### src/rtl/cpu_dma_queue_host_port_pkg.sv
// Shared types, constants and the ctrl-to-byte-count decode for the CPU DMA queue host port.
package cpu_dma_queue_host_port_pkg;

   localparam int unsigned DMA_DATA_W = 32;
   localparam int unsigned DMA_CTRL_W = DMA_DATA_W / 8;
   localparam int unsigned BYTE_CNT_W = 3;
   localparam int unsigned CNT_W      = 32;
   localparam int unsigned PKT_LEN_W  = 11;

   // One-hot EOP ctrl: the set bit position gives the number of valid bytes.
   localparam logic [DMA_CTRL_W-1:0] EOP_4B = 4'b0001;
   localparam logic [DMA_CTRL_W-1:0] EOP_3B = 4'b0010;
   localparam logic [DMA_CTRL_W-1:0] EOP_2B = 4'b0100;
   localparam logic [DMA_CTRL_W-1:0] EOP_1B = 4'b1000;

   typedef enum logic [1:0] {
      RX_IDLE = 2'd0,
      RX_XFER = 2'd1,
      RX_DONE = 2'd2
   } rx_state_e;

   // Mid-packet words and malformed EOP codes both count as a full word.
   function automatic logic [BYTE_CNT_W-1:0] ctrl_bytes(input logic [DMA_CTRL_W-1:0] ctrl);
      case (ctrl)
         EOP_4B:  ctrl_bytes = BYTE_CNT_W'(4);
         EOP_3B:  ctrl_bytes = BYTE_CNT_W'(3);
         EOP_2B:  ctrl_bytes = BYTE_CNT_W'(2);
         EOP_1B:  ctrl_bytes = BYTE_CNT_W'(1);
         default: ctrl_bytes = BYTE_CNT_W'(4);
      endcase
   endfunction

endpackage

### src/rtl/cpu_dma_queue_host_port_pkt_stats.sv
// Per-direction packet and byte counters; the byte total of a packet is added when its EOP word moves.
module cpu_dma_pkt_stats
   import cpu_dma_queue_host_port_pkg::*;
(
   input  logic                  clk,
   input  logic                  reset_n,
   input  logic                  word_valid,
   input  logic                  eop,
   input  logic [BYTE_CNT_W-1:0] word_bytes,
   output logic [CNT_W-1:0]      pkt_cnt,
   output logic [CNT_W-1:0]      byte_total
);

   logic [CNT_W-1:0] pkt_cnt_q, pkt_cnt_d;
   logic [CNT_W-1:0] byte_total_q, byte_total_d;
   logic [CNT_W-1:0] acc_q, acc_d;

   always_comb begin
      pkt_cnt_d    = pkt_cnt_q;
      byte_total_d = byte_total_q;
      acc_d        = acc_q;
      if (word_valid) begin
         if (eop) begin
            pkt_cnt_d    = pkt_cnt_q + CNT_W'(1);
            byte_total_d = byte_total_q + acc_q + CNT_W'(word_bytes);
            acc_d        = '0;
         end else begin
            acc_d = acc_q + CNT_W'(word_bytes);
         end
      end
   end

   always_ff @(posedge clk) begin
      if (!reset_n) begin
         pkt_cnt_q    <= '0;
         byte_total_q <= '0;
         acc_q        <= '0;
      end else begin
         pkt_cnt_q    <= pkt_cnt_d;
         byte_total_q <= byte_total_d;
         acc_q        <= acc_d;
      end
   end

   assign pkt_cnt    = pkt_cnt_q;
   assign byte_total = byte_total_q;

endmodule

### src/rtl/cpu_dma_queue_host_port.sv
// DMA-engine side of the CPU DMA queue: drains queue rx packets to the host stream and
// writes host tx words into the queue, with per-direction packet/byte statistics.
module cpu_dma_queue_host_port
   import cpu_dma_queue_host_port_pkg::*;
#(
   parameter int unsigned DMA_DATA_WIDTH = DMA_DATA_W,
   parameter int unsigned DMA_CTRL_WIDTH = DMA_DATA_WIDTH / 8,
   parameter int unsigned MAX_PKT_WORDS  = 512
) (
   input  logic                      clk,
   input  logic                      reset_n,
   input  logic                      cpu_q_dma_pkt_avail,
   output logic                      cpu_q_dma_rd,
   input  logic [DMA_DATA_WIDTH-1:0] cpu_q_dma_rd_data,
   input  logic [DMA_CTRL_WIDTH-1:0] cpu_q_dma_rd_ctrl,
   input  logic                      cpu_q_dma_nearly_full,
   output logic                      cpu_q_dma_wr,
   output logic [DMA_DATA_WIDTH-1:0] cpu_q_dma_wr_data,
   output logic [DMA_CTRL_WIDTH-1:0] cpu_q_dma_wr_ctrl,
   output logic                      host_rx_valid,
   input  logic                      host_rx_ready,
   output logic [DMA_DATA_WIDTH-1:0] host_rx_data,
   output logic                      host_rx_eop,
   output logic                      host_rx_pkt_done,
   output logic [PKT_LEN_W-1:0]      host_rx_pkt_len,
   output logic                      host_rx_err,
   input  logic                      host_tx_valid,
   output logic                      host_tx_ready,
   input  logic [DMA_DATA_WIDTH-1:0] host_tx_data,
   input  logic [DMA_CTRL_WIDTH-1:0] host_tx_ctrl,
   output logic [CNT_W-1:0]          rx_pkt_cnt,
   output logic [CNT_W-1:0]          tx_pkt_cnt,
   output logic [CNT_W-1:0]          rx_byte_cnt,
   output logic [CNT_W-1:0]          tx_byte_cnt,
   output logic                      dbg_tx_in_pkt
);

   localparam int unsigned WCNT_W = $clog2(MAX_PKT_WORDS + 1);
   localparam logic [WCNT_W-1:0] LAST_WORD = WCNT_W'(MAX_PKT_WORDS - 1);

   rx_state_e             state_q, state_d;
   logic [PKT_LEN_W-1:0]  len_q, len_d;
   logic [PKT_LEN_W-1:0]  pkt_len_q, pkt_len_d;
   logic [WCNT_W-1:0]     word_cnt_q, word_cnt_d;
   logic                  err_q, err_d;
   logic                  in_pkt_q, in_pkt_d;

   logic                  rx_live, rx_xfer, rx_eop_c, rx_forced;
   logic [BYTE_CNT_W-1:0] rx_bytes, tx_bytes;
   logic                  tx_wr, tx_eop;

   // Rx head word is presented straight from the FWFT fifo while transferring.
   always_comb begin
      rx_live   = reset_n && (state_q == RX_XFER);
      rx_xfer   = rx_live && host_rx_ready;
      rx_bytes  = ctrl_bytes(DMA_CTRL_W'(cpu_q_dma_rd_ctrl));
      rx_forced = (word_cnt_q == LAST_WORD) && (cpu_q_dma_rd_ctrl == '0);
      rx_eop_c  = rx_live && ((cpu_q_dma_rd_ctrl != '0) || (word_cnt_q == LAST_WORD));
   end

   assign host_rx_valid    = rx_live;
   assign host_rx_data     = rx_live ? cpu_q_dma_rd_data : '0;
   assign host_rx_eop      = rx_eop_c;
   assign cpu_q_dma_rd     = rx_xfer;
   assign host_rx_pkt_done = (state_q == RX_DONE);
   assign host_rx_pkt_len  = pkt_len_q;
   assign host_rx_err      = err_q;

   always_comb begin
      state_d    = state_q;
      len_d      = len_q;
      word_cnt_d = word_cnt_q;
      pkt_len_d  = pkt_len_q;
      err_d      = 1'b0;
      case (state_q)
         RX_IDLE: begin
            len_d      = '0;
            word_cnt_d = '0;
            if (cpu_q_dma_pkt_avail) state_d = RX_XFER;
         end
         RX_XFER: begin
            if (rx_xfer) begin
               len_d      = len_q + PKT_LEN_W'(rx_bytes);
               word_cnt_d = word_cnt_q + WCNT_W'(1);
               if (rx_eop_c) begin
                  state_d   = RX_DONE;
                  pkt_len_d = len_q + PKT_LEN_W'(rx_bytes);
                  err_d     = rx_forced;
               end
            end
         end
         RX_DONE: state_d = RX_IDLE;
         default: state_d = RX_IDLE;
      endcase
   end

   always_ff @(posedge clk) begin
      if (!reset_n) begin
         state_q    <= RX_IDLE;
         len_q      <= '0;
         word_cnt_q <= '0;
         pkt_len_q  <= '0;
         err_q      <= 1'b0;
      end else begin
         state_q    <= state_d;
         len_q      <= len_d;
         word_cnt_q <= word_cnt_d;
         pkt_len_q  <= pkt_len_d;
         err_q      <= err_d;
      end
   end

   // Tx is a zero-latency pass-through throttled by the queue's nearly-full flag.
   assign host_tx_ready     = reset_n & ~cpu_q_dma_nearly_full;
   assign cpu_q_dma_wr_data = reset_n ? host_tx_data : '0;
   assign cpu_q_dma_wr_ctrl = reset_n ? host_tx_ctrl : '0;
   assign cpu_q_dma_wr      = tx_wr;

   always_comb begin
      tx_wr    = host_tx_valid & host_tx_ready;
      tx_eop   = tx_wr & (host_tx_ctrl != '0);
      tx_bytes = ctrl_bytes(DMA_CTRL_W'(host_tx_ctrl));
      in_pkt_d = in_pkt_q;
      if (tx_wr) in_pkt_d = (host_tx_ctrl == '0);
   end

   always_ff @(posedge clk) begin
      if (!reset_n) in_pkt_q <= 1'b0;
      else          in_pkt_q <= in_pkt_d;
   end

   assign dbg_tx_in_pkt = in_pkt_q;

   cpu_dma_pkt_stats u_rx_stats (
      .clk        (clk),
      .reset_n    (reset_n),
      .word_valid (rx_xfer),
      .eop        (rx_eop_c),
      .word_bytes (rx_bytes),
      .pkt_cnt    (rx_pkt_cnt),
      .byte_total (rx_byte_cnt)
   );

   cpu_dma_pkt_stats u_tx_stats (
      .clk        (clk),
      .reset_n    (reset_n),
      .word_valid (tx_wr),
      .eop        (tx_eop),
      .word_bytes (tx_bytes),
      .pkt_cnt    (tx_pkt_cnt),
      .byte_total (tx_byte_cnt)
   );

endmodule

### config.mk
export PLATFORM = sky130hd
export DESIGN_NAME = cpu_dma_queue_host_port
export DESIGN_NICKNAME = d
export VERILOG_FILES = /design/src/rtl/cpu_dma_queue_host_port_pkg.sv /design/src/rtl/cpu_dma_queue_host_port_pkt_stats.sv /design/src/rtl/cpu_dma_queue_host_port.sv
export SDC_FILE = /design/constraint.sdc
export NUM_CORES = 1
export LEC_CHECK = 0
export BUFFER_PORTS_ARGS = -buffer_cell sky130_fd_sc_hd__buf_2
export CAP_MARGIN = 10
export CORE_MARGIN = 5
export CORE_UTILIZATION = 55
export CTS_CLUSTER_SIZE = 28
export DETAILED_ROUTE_END_ITERATION = 8
export PLACE_DENSITY = 0.85
export SKIP_LAST_GASP = 1
export SLEW_MARGIN = 0
export SYNTH_ARGS = -nofsm -noshare
export SYNTH_HDL_FRONTEND = slang
export SYNTH_HIERARCHICAL = 1
export SYNTH_SLANG_ARGS = --single-unit
export TNS_END_PERCENT = 30
### constraint.sdc
create_clock -name clk -period 5.45 [get_ports clk]
set_input_delay 1.635 -clock clk [delete_from_list [all_inputs] [get_ports clk]]
set_output_delay 1.635 -clock clk [all_outputs]
set_load 0.01 [all_outputs]
==> results.md, run 1 <==
* EDFF count, synth at 0
* Synth top area share at 0.325
* H-tree Lvls at 1
* Hold/Removal Path Class: register to register
* Vias at 12900
* Synth cell types at 75
* Top_reg_cell synth: dfxtp_1
* Leakage power at 7.97 nW
* Pwr Density at 221 nW/um^2
* Power Internal at 2.86 mW
* Top post-synthesis cells by area: dfxtp_1 32%, ha_1 11%, xor2_1 5.5%
* CP peak stage delay at 0.47 ns
* Layout cells sized above 1 at 0.192
* Core ar. at 25200 sq um
* Synth-to-Final Area Change at 18.5%
* Status: complete, no violations
* Later-pin clock latency in the skew report at 0.53 ns
* Syn Inst Count at 1676
* Fmax at 211 MHz
* Post-synth ARST share at 0
* Avg Cell Area, Syn at 8.39 sq um
* Cts repair resizes at 0
* CP Class: input pin to register
* Kind of cell adding the most delay to the critical path: compound AO/OA/AOI/OAI gates
* Detail Placement HPWL at 27.9 mm
* Tot Pwr at 3.68 mW
* Effective utilization at floorplan at 0.558
* Port bufs at 292
* Slowest CP cell: fa_1
* Count of buffer and inverter cells on the critical path at 2
* Wire per inst at 16.4 um
* Post-CTS Setup Inserts at 0
* Die W at 170 um
* Type of origin of the critical path: input pin
* CTS tree: yes
* RSZ-0062 raised after global routing: false
* Post-Layout Cell Count at 2295
* Via density at 5.62
* Crit path max fanout at 6
* Final Hold Viols at 0
* Drt pass-1 iters at 6
* Syn Nets at 1893
* Initial DRC count at 827
* Post-synthesis sequential area ratio at 0.325
* Warnings, synthesis at 6
* Tmin final at 4.75 ns
* Metal3 WL at 2.24 mm
* CP cell instances: buf_2 > xnor2_1 > nor3_1 > buf_4 > fa_1 > ha_1 > fa_1 > a21o_1 > a221oi_4 > o211ai_4 > a2111oi_4 > nor2_2 > a31oi_4 > o211ai_1 > o21ai_1 > mux2i_1
* Part of the cycle the worst path needs at 0.871
* Hold Buf Count CTS at 0
* Final TNS setup at 0 ns
* Vias in the first global route at 12600
* Min-delay src: u_rx_stats/byte_total[26]
* TritonCTS Buffers at 26
* Cell taking the most area after synthesis: dfxtp_1
* Critical Path End Type: register
* Tot GR Track Use at 0.248
* Slew @ Worst Pin at 1.01 ns
* GRT overflow at 0
* Sw Ratio at 0.223
* Die ar. at 28900 sq um
* Clock tree sinks at 228
* CP startpoint: host_tx_ctrl[1]
* RePlAce Congestion at 0.945
* Worst-path clk slew at 0.06 ns
* Comb pwr share at 0.055
* Top sig layer: met4
* Clk pwr share at 0.489
* CTS root buffer: clkbuf_16
* First-pass GRT wire length at 61.3 mm
* Placed Cells at 2248
* # DRC at 0
* NetSw at 822 uW
* Routed met1 length at 15.8 mm
* Seq pwr share at 0.456
* Final Setup Violations at 0
* Final worst clock skew at 0.0168 ns
* Worst EP arrival at 5.20 ns
* Max VDD drop at 220 uV
* Mapped cell area at 14100 sq um
* Final Routed Wirelength at 37.6 mm
* Die height at 170 um
* FF+latch count, synth at 228
* Worst flop-to-flop path startpoint: word_cnt_q[0]
* Layout Nets at 2163
* Io pins at 293
* Worst slew margin at 0.323
* Critical Path Most Common Cell: fa_1
* Max-slew violations at 0
* CTS max path bufs at 3
* Max_cap viols at 0
* Standard-cell rows at 58
* WP data required at 5.91 ns
* WL met2 at 18.4 mm
* Post-DRT Antenna Nets at 0
* Initial antenna violation count at 0
* Largest net degree at the start of global routing at 70
* Antenna diodes at 0
-- synthesized netlist by cell type, types with 10 or more instances --
cell type	count
o21ai_0	78
o21ai_1	15
a21o_1	43
nand2_1	196
and2_1	122
dfxtp_1	228
nor2b_1	23
nor2_1	131
nor3_1	16
inv_1	32
and3_1	30
or3_1	28
xor2_1	89
a21oi_1	114
nand4_1	37
fa_1	11
ha_1	128
nand3_1	66
o211ai_1	10
clkbuf_1	49
a21boi_0	13
xnor2_1	83
and4_1	10
-- worst register-to-register path: stages (launching register included) --
cell and delay, ns:
dfxtp_1 0.39, ha_1 0.21, and3b_1 0.21, a41oi_2 0.18, and2b_1 0.35, and2_1 0.28
buf_4 0.21, nand3_1 0.14, nor2_1 0.35, and4_1 0.40, and3_1 0.26, nand3_1 0.21
or3_1 0.36, a21oi_1 0.16
-- kinds of logic after synthesis --
kind of cell | after synthesis | synth area share
adders and majority gates | 139 | 0.130
muxes | 8 | 0.00579
buffers and inverters | 98 | 0.0293
xor gates and xnor gates | 172 | 0.107
DFF | 228 | 0.325
AOI/OAI and AO/OA | 333 | 0.151
and+or+nand+nor | 698 | 0.252
-- cell type report --
type,count,area (sq um)
Fill cell,2054,8520
Timing Repair Buffer,308,1580
Sequential cell,228,4560
Clock buffer,40,805
Multi-Input combinational cell,1350,9080
Clock inverter,7,90.1
Tap cell,330,413
Inverter,32,120
-- worst paths after layout --
path	endpoint	slack [ns]	depth (start not counted)
max	u_tx_stats/byte_total[31]	0.70	16
min	u_rx_stats/byte_total[26]	0.47	2
max reg2reg	u_rx_stats/pkt_cnt[28]	1.66	13
min reg2reg	u_rx_stats/byte_total[26]	0.47	2
-- layout by cell type (no fill, tap or decap), types with 31 or more instances in the layout --
cell,count
a21oi_1,114
xnor2_1,83
inv_1,31
nor2_1,131
buf_2,291
xor2_1,89
ha_1,128
nand3_1,66
nand2_1,196
and2_1,122
o21ai_0,78
dfxtp_1,228
a21o_1,43
nand4_1,37
-- state kept, by name (all words and copies together), names as in the netlist --
register / count
u_tx_stats/pkt_cnt: 32
u_tx_stats/acc_q: 32
host_rx_pkt_len: 11
len_q: 11
dbg_tx_in_pkt: 1
word_cnt_q: 10
u_rx_stats/byte_total: 32
u_rx_stats/pkt_cnt: 32
host_rx_err: 1
u_tx_stats/byte_total: 32
state_q: 2
u_rx_stats/acc_q: 32
-- per-layer routing --
layer  GRT usage  vias up
li1            -     6365
met5           0        -
met4      0.0784        0
met1       0.307     6098
met3      0.0437       83
met2       0.440      356
-- through the flow --
stage | hold slack [ns] | setup WS [ns] | cell area, sq um | util
after global placement | 0.455 | 0.198 | 15800 | 0.626
after CTS | 0.468 | 0.739 | 16700 | 0.662
final | 0.469 | 0.704 | 16700 | 0.662
after global routing | 0.497 | 0.433 | 16700 | 0.662
after detailed placement | 0.457 | 0.205 | 15800 | 0.626
after floorplan | 0.463 | 0.394 | 14100 | -
-- power groups by stage --
| stage | sequential (mW) | clock (mW) | combinational, mW |
|---|---|---|---|
| floorplan | 1.72 | 0 | 0.115 |
| global placement | 1.72 | 0 | 0.195 |
| detailed placement | 1.72 | 0 | 0.202 |
| CTS | 1.68 | 1.83 | 0.203 |
| global route | 1.68 | 1.91 | 0.223 |
| finish | 1.68 | 1.80 | 0.204 |
(Power assumes the default switching activity.)
==> run 2: changes to the inputs <==
CTS_BUF_LIST = sky130_fd_sc_hd__clkbuf_4   (was not set)
==> run 2 against run 1 <==
  * Clock power fell by 21%
  * Final cell count rose by 2.8%
  * Critical path depth down 11
  * Critical path type is now input pin to output pin
  * Critical endpoint is now host_rx_eop
  * Largest cell class unchanged
  * Largest power group is now registers
==> results.md, run 2 (synthesized netlist as in run 1, its figures left out) <==
* Status: complete, no violations
* R2R depth at 13
* Min-delay src: dbg_tx_in_pkt
* Reg-to-reg setup timing slack at 1.60 ns
* Commonest non-fill, non-tap cell in the layout: buf_2
* Die height at 170 um
* Final Setup Violations at 0
* Hold/Removal Path Class: register to register
* R2R Path End: u_rx_stats/pkt_cnt[28]
* Die W at 170 um
* Worst-path clk slew at 0.06 ns
* Effective utilization at floorplan at 0.558
* Seq pwr share at 0.507
* Critical Path End Type: output pin
* Later-pin clock latency in the skew report at 0.73 ns
* Crit path max fanout at 6
* Part of the cycle the worst path needs at 0.857
* Type of origin of the critical path: input pin
* TritonCTS Buffers at 60
* Initial antenna violation count at 1
* Via density at 5.56
* Clk pwr share at 0.431
* GRT overflow at 0
* Initial DRC count at 733
* Leakage power at 7.96 nW
* NetSw at 850 uW
* Largest net degree at the start of global routing at 70
* Fill count at 2123
* Max VDD drop at 133 uV
* Power Internal at 2.46 mW
* Pwr Density at 200 nW/um^2
* Clock tree sinks at 228
* Tot GR Track Use at 0.247
* Hold depth at 2
* Core ar. at 25200 sq um
* Post-CTS Setup Inserts at 0
* # DRC at 0
* Tmin final at 4.67 ns
* Standard-cell rows at 58
* Worst flop-to-flop path startpoint: word_cnt_q[0]
* Slew @ Worst Pin at 1.03 ns
* Max_cap viols at 0
* Vias at 13100
* Register Area at 4560 sq um
* Fmax at 214 MHz
* Final worst clock skew at 0.0666 ns
* CTS max path bufs at 3
* RePlAce Congestion at 0.945
* Hold path endpoint: dbg_tx_in_pkt
* Comb pwr share at 0.061
* Io pins at 293
* Vias in the first global route at 12900
* Layout Nets at 2197
* Detail Placement HPWL at 27.9 mm
* Final Routed Wirelength at 37.1 mm
* Hold Buf Count CTS at 0
* Drt pass-1 iters at 6
* Post-DRT Antenna Nets at 0
* CTS root buffer: clkbuf_4
* Tot Pwr at 3.31 mW
* CP Class: input pin to output pin
* Cts repair resizes at 0
* WP data required at 3.82 ns
* H-tree Lvls at 2
* First-pass GRT wire length at 60.8 mm
* Worst slew margin at 0.310
* Max-slew violations at 0
* Port bufs at 292
* Worst EP arrival at 3.03 ns
* Synth-to-Final Area Change at 17.4%
* RSZ-0062 raised after global routing: false
* Most used cells in the layout excluding fill and tap cells: 291 x buf_2, 228 x dfxtp_1, 196 x nand2_1
* Sw Ratio at 0.257
* Final TNS setup at 0 ns
* Layout cells sized above 1 at 0.210
* Wire per inst at 15.7 um
* Final Hold Viols at 0
* Area of the multi-input gates at 9080 sq um
* Die ar. at 28900 sq um
* CTS tree: yes
-- run 2: cell types whose count changed in the layout (fill, tap and decap cells not counted), sizes merged --
cell,change
bufinv,-2
clkbuf,+42
clkinv,+22
diode,+2
-- run 2: how the worst max path moves through the flow --
stage | startpoint | end | slack (ns) | cells after the start
after floorplan | host_tx_ctrl[2] | u_tx_stats/byte_total[25] | 0.39 | 14
after global placement | host_tx_ctrl[3] | u_tx_stats/byte_total[25] | 0.20 | 14
after detailed placement | host_tx_ctrl[1] | u_tx_stats/byte_total[25] | 0.20 | 16
after CTS | cpu_q_dma_rd_ctrl[1] | host_rx_eop | 0.78 | 5
after global routing | cpu_q_dma_rd_ctrl[1] | u_rx_stats/byte_total[31] | 0.63 | 16
final | cpu_q_dma_rd_ctrl[1] | host_rx_eop | 0.78 | 5
-- run 2: cell type report --
cell class | instances | share of cell area
inverters | 32 | 0.00728
clock inverters | 27 | 0.00735
diodes | 2 | 0.000303
repair buffers | 308 | 0.0960
clock buffers | 82 | 0.0373
flip-flops and latches | 228 | 0.277
well taps | 330 | 0.0250
multi-input cells | 1350 | 0.550
-- run 2: stage by stage --
| stage | utilization | setup slack (ns) | instance area, sq um | hold WS (ns) | instances |
|---|---|---|---|---|---|
| 3_3_place_gp | 0.626 | 0.198 | 15800 | 0.455 | 2248 |
| 3_5_place_dp | 0.626 | 0.205 | 15800 | 0.457 | 2248 |
| 6_report | 0.655 | 0.782 | 16500 | 0.468 | 2359 |
| 5_1_grt | 0.655 | 0.632 | 16500 | 0.479 | 2359 |
| 4_1_cts | 0.655 | 0.776 | 16500 | 0.467 | 2357 |
| 2_1_floorplan | - | 0.394 | 14100 | 0.463 | 1676 |
-- run 2: metal layers --
layer  vias to the layer above  global-route usage  share of wire
li1                       6485                   -              -
met1                      6162               0.302           0.42
met2                       392               0.432           0.49
met3                        73              0.0532          0.066
met4                         0              0.0840          0.024
met5                         -                   0              0
-- run 2: power groups by stage --
stage               combinational, mW  clock (mW)  sequential, mW
CTS                             0.203        1.48            1.68
global placement                0.195           0            1.72
detailed placement              0.202           0            1.72
finish                          0.203        1.43            1.68
floorplan                       0.115           0            1.72
global route                    0.223        1.58            1.68
-- run 2: critical path: stages --
cell	delay, ns
buf_2	0.13
or4_4	0.56
a41oi_2	0.25
and2b_1	0.28
buf_2	0.17
==> run 3: changes to the inputs <==
clock period = 4.43 ns   (was 5.45 ns; I/O delays follow)
==> run 3 against run 2 <==
  * Sequential power increased by 23%
  * Utilization increased by 2.1 points
  * Register-to-register slack got worse by 0.58 ns
  * Global-route usage increased by 0.52 points
  * Critical path type is now input pin to register
  * Largest cell class unchanged
  * Highest routed layer unchanged
==> results.md, run 3 (synthesized netlist as in run 1, its figures left out) <==
* Crit path max fanout at 6
* Tot Pwr at 4.48 mW
* Hold Buf Count CTS at 0
* Io pins at 293
* Later-pin clock latency in the skew report at 0.65 ns
* Worst EP arrival at 4.83 ns
* H-tree Lvls at 3
* Vias in the first global route at 13000
* Final Setup Violations at 0
* Final TNS setup at 0 ns
* RePlAce Congestion at 0.978
* Part of the cycle the worst path needs at 0.961
* Initial antenna violation count at 1
* Most used cells in the layout excluding fill and tap cells: 291 x buf_2, 228 x dfxtp_1, 196 x nand2_1
* Die height at 170 um
* Initial DRC count at 861
* Fill count at 1990
* Type of origin of the critical path: input pin
* CTS max path bufs at 3
* Port bufs at 292
* Max_cap viols at 0
* Die W at 170 um
* Largest net degree at the start of global routing at 76
* Slew @ Worst Pin at 1.00 ns
* Clock tree sinks at 228
* Max VDD drop at 195 uV
* Post-CTS Setup Inserts at 0
* Status: complete, no violations
* Vias at 13300
* Final worst clock skew at 0.0477 ns
* GRT overflow at 0
* Layout Nets at 2246
* Tot GR Track Use at 0.252
* TritonCTS Buffers at 66
* Final Util at 0.677
* CTS tree: yes
* Post-DRT Antenna Nets at 0
* Detail Placement HPWL at 28.2 mm
* Count of buffer and inverter cells on the critical path at 1
* Leakage power at 8.28 nW
* First-pass GRT wire length at 61.8 mm
* Fmax at 235 MHz
* Hold/Removal Path Class: register to register
* Max-slew violations at 0
* CTS root buffer: clkbuf_4
* Final Routed Wirelength at 37.4 mm
* Slowest CP cell: fa_1
* Critical Path End Type: register
* # DRC at 0
* Setup slack after layout at 0.174 ns
* Worst slew margin at 0.329
* RSZ-0062 raised after global routing: false
* WP data required at 5.01 ns
* CP startpoint: host_tx_ctrl[2]
* Worst-path clk slew at 0.06 ns
* Kind of cell adding the most delay to the critical path: compound AO/OA/AOI/OAI gates
* Core ar. at 25200 sq um
* Standard-cell rows at 58
* Worst flop-to-flop path startpoint: word_cnt_q[0]
* CP cell instances: buf_2 > xnor2_4 > nor3_4 > fa_1 > ha_2 > fa_2 > a21o_1 > a221oi_4 > o211ai_4 > a2111oi_4 > nor2_2 > a31oi_4 > o211ai_1 > o21ai_1 > mux2i_1
* Final Hold Viols at 0
* Drt pass-1 iters at 6
* Effective utilization at floorplan at 0.558
* Pre-CTS setup slack at -0.436 ns
* Die ar. at 28900 sq um
* Layout cells sized above 1 at 0.236
* Tmin final at 4.26 ns
* Wire per inst at 15.6 um
* Cts repair resizes at 0
* CP Class: input pin to register
* Pwr Density at 263 nW/um^2
* Commonest non-fill, non-tap cell in the layout: buf_2
* Min-delay src: u_rx_stats/byte_total[26]
* Via density at 5.54
* CP peak stage delay at 0.47 ns
* Synth-to-Final Area Change at 21.2%
## run 3: metrics by stage
| step | instance area [sq um] | instances | hold WS [ns] |
|---|---|---|---|
| after floorplan | 14100 | 1676 | 0.463 |
| after global placement | 16100 | 2291 | 0.455 |
| after detailed placement | 16100 | 2291 | 0.465 |
| after CTS | 17000 | 2403 | 0.472 |
| after global routing | 17000 | 2404 | 0.493 |
| final | 17000 | 2404 | 0.473 |
## run 3: cell type report
cell class,instances,area [sq um],share of cell area
clock buffer,99,743,0.0436
timing repair buffer,351,1910,0.112
antenna,1,2.50,0.000147
tap,330,413,0.0242
inverter,32,120,0.00705
multi-input combinational,1350,9130,0.536
clock inverter,13,163,0.00954
sequential,228,4560,0.268
## run 3: worst min-delay path, cell delays in order (launching register included)
cell and delay, ns:
dfxtp_1 0.33, nand2_1 0.06, o21ai_1 0.05
## run 3: power breakdown
part	internal, mW	switching, mW
Combinational	0.112	0.147
Clock	1.25	0.902
Sequential	2.06	0.00811
## run 3: routing by layer
layer,part of all wire,GRT usage,vias up
met4,0.028,0.0917,0
met3,0.053,0.0425,84
met5,0,0,-
li1,-,-,6573
met1,0.43,0.311,6270
met2,0.49,0.443,402
## run 3: worst paths after layout
check | depth (start not counted) | slack [ns] | endpoint
worst max-delay path | 15 | 0.17 | u_tx_stats/byte_total[31]
worst min-delay path | 2 | 0.47 | u_rx_stats/byte_total[26]
worst max register to register | 13 | 1.02 | u_rx_stats/pkt_cnt[30]
worst min register to register | 2 | 0.47 | u_rx_stats/byte_total[26]
